==> config.mk <==
export PLATFORM = sky130hd
export DESIGN_NAME = pipe_add
export DESIGN_NICKNAME = d
export VERILOG_FILES = /design/src/rtl/pipe_add.sv
export SDC_FILE = /design/constraint.sdc
export NUM_CORES = 1
export LEC_CHECK = 0
export ABC_AREA = 0
export BUFFER_PORTS_ARGS = -buffer_cell sky130_fd_sc_hd__buf_2
export CORE_AREA = 5 5 51 71
export CTS_CLUSTER_DIAMETER = 120
export CTS_CLUSTER_SIZE = 12
export DETAILED_ROUTE_END_ITERATION = 16
export DIE_AREA = 0 0 56 76
export PLACE_DENSITY = 0.68
export SETUP_SLACK_MARGIN = 0.1
export SYNTH_ARGS = -nofsm -noshare
export SYNTH_HDL_FRONTEND = slang
export SYNTH_SLANG_ARGS = --single-unit
==> constraint.sdc <==
create_clock -name clk -period 2 [get_ports clk]
set_input_delay 0.3 -clock clk [delete_from_list [all_inputs] [get_ports clk]]
set_output_delay 0.3 -clock clk [all_outputs]
set_load 0.02 [all_outputs]
==> src/rtl/pipe_add.sv <==
// ---------------------------------------------------------------------------
// pipe_add -- pipelined ripple-carry adder with a valid/ready handshake.
//
// The WIDTH-bit addition is split into STAGES chunks of CW = WIDTH/STAGES
// bits. Stage k adds chunk k of the operands plus the carry registered by
// stage k-1 (stage 0 uses cin). Operand chunks that are still to be added
// ride along in skew registers. Sum chunks that are already finished ride
// along in de-skew registers. As a result the full sum leaves the last
// stage on a single cycle.
//
// The whole pipeline advances together. When the result at the output is
// valid but not taken, the pipeline freezes: in_ready drops, and every
// register holds its value.
//
// Ports
//   clk        in   clock, rising edge
//   rst        in   asynchronous active-high reset
//   in_valid   in   operand set a/b/cin presented
//   in_ready   out  operand set accepted this cycle (combinational)
//   a, b       in   WIDTH-bit operands
//   cin        in   carry in
//   out_valid  out  sum/cout/ovf valid
//   out_ready  in   downstream accepts the result
//   sum        out  a + b + cin mod 2^WIDTH
//   cout       out  carry out of bit WIDTH-1
//   ovf        out  signed overflow (carry into MSB xor carry out of MSB)
// ---------------------------------------------------------------------------
module pipe_add #(
    parameter int WIDTH  = 8,
    parameter int STAGES = 2
) (
    input  logic             clk,
    input  logic             rst,
    input  logic             in_valid,
    output logic             in_ready,
    input  logic [WIDTH-1:0] a,
    input  logic [WIDTH-1:0] b,
    input  logic             cin,
    output logic             out_valid,
    input  logic             out_ready,
    output logic [WIDTH-1:0] sum,
    output logic             cout,
    output logic             ovf
);
    localparam int CW = WIDTH / STAGES;

    logic                          adv;
    logic [STAGES-1:0]             valid_q, valid_d;
    logic [STAGES-1:0]             carry_q, carry_d;
    // Skew (operands) and de-skew (partial sums) registers. Each entry is kept
    // full width to keep the code simple. Bits that a stage never uses are
    // constant or unused, so synthesis trims them away.
    logic [STAGES-1:0][WIDTH-1:0]  a_q, a_d;
    logic [STAGES-1:0][WIDTH-1:0]  b_q, b_d;
    logic [STAGES-1:0][WIDTH-1:0]  sum_q, sum_d;
    logic                          ovf_q, ovf_d;
    logic                          unused_skew;

    // One global advance: the pipeline moves whenever the output slot is
    // empty or is being drained this cycle.
    assign adv      = !valid_q[STAGES-1] || out_ready;
    assign in_ready = adv;

    generate
        for (genvar gi = 0; gi < STAGES; gi++) begin : g_stage
            logic [WIDTH-1:0] src_a;
            logic [WIDTH-1:0] src_b;
            logic [WIDTH-1:0] src_sum;
            logic             src_c;
            logic             src_v;
            logic [CW:0]      chunk;
            logic [WIDTH-1:0] sum_next;

            if (gi == 0) begin : g_head
                assign src_a   = a;
                assign src_b   = b;
                assign src_sum = '0;
                assign src_c   = cin;
                assign src_v   = in_valid;
            end else begin : g_body
                assign src_a   = a_q[gi-1];
                assign src_b   = b_q[gi-1];
                assign src_sum = sum_q[gi-1];
                assign src_c   = carry_q[gi-1];
                assign src_v   = valid_q[gi-1];
            end

            always_comb begin
                chunk = {1'b0, src_a[gi*CW +: CW]}
                      + {1'b0, src_b[gi*CW +: CW]}
                      + {{CW{1'b0}}, src_c};
                // Chunk gi of the incoming partial sum is always zero, because
                // no earlier stage writes it. So an OR inserts the new chunk.
                sum_next = src_sum | (WIDTH'(chunk[CW-1:0]) << (gi * CW));
            end

            assign valid_d[gi] = src_v;
            assign carry_d[gi] = chunk[CW];
            assign a_d[gi]     = src_a;
            assign b_d[gi]     = src_b;
            assign sum_d[gi]   = sum_next;

            if (gi == STAGES - 1) begin : g_tail
                logic msb_carry_in;
                // Carry into the MSB is recovered from the MSB sum bit.
                assign msb_carry_in = src_a[WIDTH-1] ^ src_b[WIDTH-1] ^ sum_next[WIDTH-1];
                assign ovf_d        = msb_carry_in ^ chunk[CW];
            end
        end
    endgenerate

    // The last stage's operand copies have no consumer.
    assign unused_skew = ^{a_q[STAGES-1], b_q[STAGES-1]};

    always_ff @(posedge clk or posedge rst) begin
        if (rst) begin
            valid_q <= '0;
            carry_q <= '0;
            a_q     <= '0;
            b_q     <= '0;
            sum_q   <= '0;
            ovf_q   <= 1'b0;
        end else if (adv) begin
            valid_q <= valid_d;
            carry_q <= carry_d;
            a_q     <= a_d;
            b_q     <= b_d;
            sum_q   <= sum_d;
            ovf_q   <= ovf_d;
        end
    end

    assign out_valid = valid_q[STAGES-1];
    assign sum       = sum_q[STAGES-1];
    assign cout      = carry_q[STAGES-1];
    assign ovf       = ovf_q;

endmodule

# Word level (Yosys, flattened, before mapping)
# Cells that the tools add are included.
# Widths: inputs -> output; s select.
dict set report classes {
  n_addsub 4
  multipliers 0
  div 0
  magnitude_cmp 0
  eq_ne 0
  shifts 0
  n_mux 0
  n_bitwise 4
  n_reduce_logical 2
}
# operator count
set op_table {}
lappend op_table {{$add 4x4->5} 2}
lappend op_table {{$add 5x1->5} 2}
lappend op_table {{$or 4x8->8} 1}
lappend op_table {{$xor 1x1->1} 3}
lappend op_table {{$logic_not 1->1} 1}
lappend op_table {{$logic_or 1x1->1} 1}
dict set report totals {
  regBits 33
  latch_bits 0
  mem_bits_rw 0
  romBits 0
  in_bits 21
  out_inout_bits 12
  memories 0
}

# Logic depth before layout (Yosys ltp)
dict set report logic_depth {
  ltp_word 5
  ltp_mapped 7
}

# Worst setup path before layout
# Ideal clock, no wire load.
dict set report synth_path {
  path_type {reg2reg}
  from {reg carry_q[0]}
  to {reg ovf_q (netlist: ovf)}
  setup_time_ps 131
  t_arrival_ps 1493
  t_required_ps 1869
  path_slack_ps 376
  stages_incl_launch_ff 8
  path_buffers 0
  period_less_slack_ps 1624
  path_cell_list {dfrtp_1 fa_1 inv_1 fa_1 nand2b_1 a21oi_1 xor2_1 a21oi_1}
}
dict set report synth_via {
  elab_chain_len 4
}
# element line
set synth_lines {}
lappend synth_lines {{start: declaration} 49} ;# logic [STAGES-1:0] carry_q, carry_d;
lappend synth_lines {{start signal: assignment} 125} ;# carry_q <= carry_d;
lappend synth_lines {{$add 5x1->5 (*)} 91} ;# + {{CW{1'b0}}, src_c};
lappend synth_lines {{$or 4x8->8} 94} ;# sum_next = src_sum | (WIDTH'(chunk[CW-1:0]) << (gi * CW));
lappend synth_lines {{$xor 1x1->1} 106} ;# assign msb_carry_in = src_a[WIDTH-1] ^ src_b[WIDTH-1] ^ sum_next[WIDTH-1];
lappend synth_lines {{$xor 1x1->1 (*)} 107} ;# assign ovf_d = msb_carry_in ^ chunk[CW];
lappend synth_lines {{end signal: assignment} 129} ;# ovf_q <= ovf_d;
lappend synth_lines {{end: declaration} 56} ;# logic ovf_q, ovf_d;
# Mark *: on every way between the ends. The rest lies on a longest branch, timed or not.
# A chain may end at the register's enable or synchronous reset.

# Worst setup path after layout
dict set report layout_path {
  from {reg b_q (netlist bit g_stage[1].src_b[4])}
  to {reg ovf_q (netlist: ovf)}
}
dict set report layout_via {
  elab_chain_len 5
}
# element line
set layout_lines {}
lappend layout_lines {{start: declaration} 54} ;# logic [STAGES-1:0][WIDTH-1:0] b_q, b_d;
lappend layout_lines {{start signal: assignment} 120} ;# b_q <= '0;
lappend layout_lines {{start signal: assignment} 127} ;# b_q <= b_d;
lappend layout_lines {{$add 4x4->5 (*)} 90} ;# + {1'b0, src_b[gi*CW +: CW]}
lappend layout_lines {{$add 5x1->5 (*)} 91}
lappend layout_lines {{$or 4x8->8} 94}
lappend layout_lines {{$xor 1x1->1} 106}
lappend layout_lines {{$xor 1x1->1 (*)} 107}
# Marks and branches as above.

==> impl_metrics.csv <==
group,metric,value,unit
clocking,cts_max_level,1,
synth,synth_compound_area_share,7.570,%
timing,rsz0062_at_grt,"no",
detailed_routing,drc,0,
placed_design,dpl_cell_area,0.001440,mm2
timing,period_share,85.95,%
timing,max_slew_margin,70.72,%
setup_path,crit_path_frequent_cell,"fa_2",
finish,syn2layout_area_growth,19.52,%
timing,fmax,581.7,MHz
pwr,p_leak,0.0007678,uW
pwr,powerDensity,1031,mW/mm2
clocking,cts.sinks,25,
global_routing,grtUsageTotal,10.60,%
detailed_routing,drt-vias-per-instance,4.645,
global_routing,grt_overflow,0,
synth,synthXorXnorAreaFrac,3.486,%
synth,yosysWarnings,0,
synth,synthCells,97,
global_routing,grt_max_degree,36,
setup_path,crit_chain,"fa_2 > inv_1 > fa_2 > nand2b_4 > a21oi_2 > xor2_1 > a21oi_1",
setup_path,crit_arrival,1850,ps
synth,synth-simple-area-share,5.378,%
floorplanning,fp-row-count,24,
clocking,cts_setup_buffers,0,
synth,synth_top_area_cell,"dfrtp_1",
floorplanning,dieHeight,76,um
finish,drive_gt1_share,44.62,%
synth,synth_top_family_by_area,"multiplexers",
finish,finalInstanceArea,0.001501,mm2
setup_path,slowest_stage,"dfrtp_1",
detailed_routing,detail_route.first_pass.iterations,2,
clocking,cts_tree,"built",
synth,synth-seq-cells,25,
setup_path,endpoint_kind,"flip-flop",
detailed_routing,ant_nets,0,
synth,ys_types,18,
setup_path,critPathMaxStageDelay,400,ps
floorplanning,initial_utilization,42.26,%
synth,syn-cell-area,0.001256,mm2
synth,synth_top_area_share,49.80,%
timing,worstMarginPinSlew,438.9,ps
finish,n_fill_cell,282,
timing,setup-tns-final,0,ps
setup_path,start_kind,"flip-flop",
placed_design,hpwl,1601,um
detailed_routing,routedWlPerCell,12.44,um
clocking,clockRootBuffer,"clkbuf_8",
timing,setup_viol,0,
timing,slew_violations,0,
synth,synthTopCellsByArea,"dfrtp_1, mux2_4, fa_1",
finish,final_common_cell,"buf_2",
clocking,clk_latency,260,ps
finish,num_antenna_cells,0,
synth,synth.area.mux_share,16.43,%
timing,finalHoldViolations,0,
run_status,status,"completed",
placed_design,portBuffers,32,
global_routing,grt_pass1_vias,844,
worst_hold_path,hold_class,"in -> async",
detailed_routing,detailedRoute.firstIterationViolations,4,
synth,yosys.area_share.adder,12.35,%
global_routing,antenna_found_initial,0,
finish,fin_nets,162,
placed_design,gp_congestion,0.7411,
setup_path,critical_path_required,2130,ps
clocking,numCtsBuffers,3,
synth,synth_nets,128,
floorplanning,die_area,0.004256,mm2
global_routing,grt_pass1_wl,3698,um
setup_path,path_buf_inv,1,
detailed_routing,vias,785,
clocking,clock_path_buffers,2,
synth,avgSynthCellArea,12.95,um2
setup_path,path_delay_family,"adder cells",
finish,layout_common_cells,"buf_2, dfrtp_1, mux2_4",
setup_path,path_class,"reg -> reg",
floorplanning,core,0.002973,mm2
clocking,path_clk_slew,80,ps
floorplanning,die-width,56,um
synth,yosysSeqAreaShare,49.80,%
detailed_routing,drt-total-wl,2103,um
timing,min_period,1719,ps
timing,fin_worst_skew,2.197,ps
flow_run,maxCapViolations,0,
pwr,ir_worst_vdd,0.0005742,V
setup_path,crit_path_max_fanout,2,
floorplanning,ios,33,
[per-stage QoR]
step | hold slack (ps) | util, % | std cells | worst slack (ps) | power (uW)
2_1_floorplan | 327.3 | - | 97 | 375.6 | 1104
3_3_place_gp | 358.9 | 48.44 | 165 | 208.5 | 1244
3_5_place_dp | 367.8 | 48.44 | 165 | 146.7 | 1264
4_1_cts | 83.06 | 49.96 | 169 | 137.7 | 1554
5_1_grt | 100.4 | 50.51 | 169 | 165.2 | 1650
6_report | 70.12 | 50.51 | 169 | 281.0 | 1547
[synthesized netlist by cell type]
cell type,number
a21o_1,3
a21oi_1,9
a21oi_2,2
buf_2,2
buf_6,2
dfrtp_1,25
fa_1,4
ha_1,6
inv_1,8
mux2_2,5
mux2_4,10
nand2_1,2
nand2b_1,2
nand2b_4,1
nor2_1,9
o21ai_0,2
xnor2_1,1
xor2_1,4
[flip-flops by register name, summed over array words and instances, names as in the netlist]
signal / cells
g_stage.src_sum: 4
ovf: 1
valid_q: 2
carry_q: 2
g_stage.src_a: 4
sum: 8
g_stage.src_b: 4
[power breakdown]
group	switching, uW	internal (uW)	leakage, uW	total (uW)
Clock	150	142	0.0000228	292
Combinational	293	261	0.000456	553
Sequential	70.1	633	0.000289	703
[timing repair]
action,CTS,global route
hold buffers,0,0
setup endpoints to repair,0,1
gates resized for setup,0,4
hold endpoints to repair,0,0
[worst reg2reg max path: cells and delay by family, from the launching register on]
kind            cells  cell delay [ps]
compound gates      2              240
buf+inv             1               60
flops               1              400
fa+ha+maj           2              580
xor+xnor            1              170
simple gates        1              150
[worst paths after layout]
kind,from,end,slack [ps],depth (start not counted)
worst max register to register,g_stage[1].src_b[4]$_DFFE_PP0P_,ovf$_DFFE_PP0P_,280,7
max in group asynchronous,rst,sum[1]$_DFFE_PP0P_,1700,3
worst min register to register,valid_q[0]$_DFFE_PP0P_,valid_q[1]$_DFFE_PP0P_,470,1
min in group clk,b[5],g_stage[1].src_b[5]$_DFFE_PP0P_,260,3
worst min-delay path,rst,g_stage[1].src_b[4]$_DFFE_PP0P_,70,3
worst max-delay path,g_stage[1].src_b[4]$_DFFE_PP0P_,ovf$_DFFE_PP0P_,280,7
[cells by family after synthesis]
family	after synthesis
AOI/OAI and AO/OA	16
xor gates and xnor gates	5
adders and majority gates	10
buffers and inverters	12
DFF	25
muxes	15
and+or+nand+nor	14
[per-layer routing]
layer	vias up	global-route usage, %	part of all wire (%)
met5	-	0	0
met4	0	4.276	1.4
met3	2	2.203	5.2
met2	19	18.27	52
met1	382	12.66	41
li1	382	-	-
[area by class of cell]
| cell class | count | area [um2] | share of cell area [%] |
|---|---|---|---|
| Tap cell | 39 | 48.80 | 3.250 |
| Multi-Input combinational cell | 60 | 584.3 | 38.92 |
| Sequential cell | 25 | 625.6 | 41.67 |
| Inverter | 8 | 30.03 | 2.000 |
| Timing Repair Buffer | 33 | 167.7 | 11.17 |
| Clock buffer | 4 | 45.04 | 3.000 |
(Power assumes the default switching activity.)
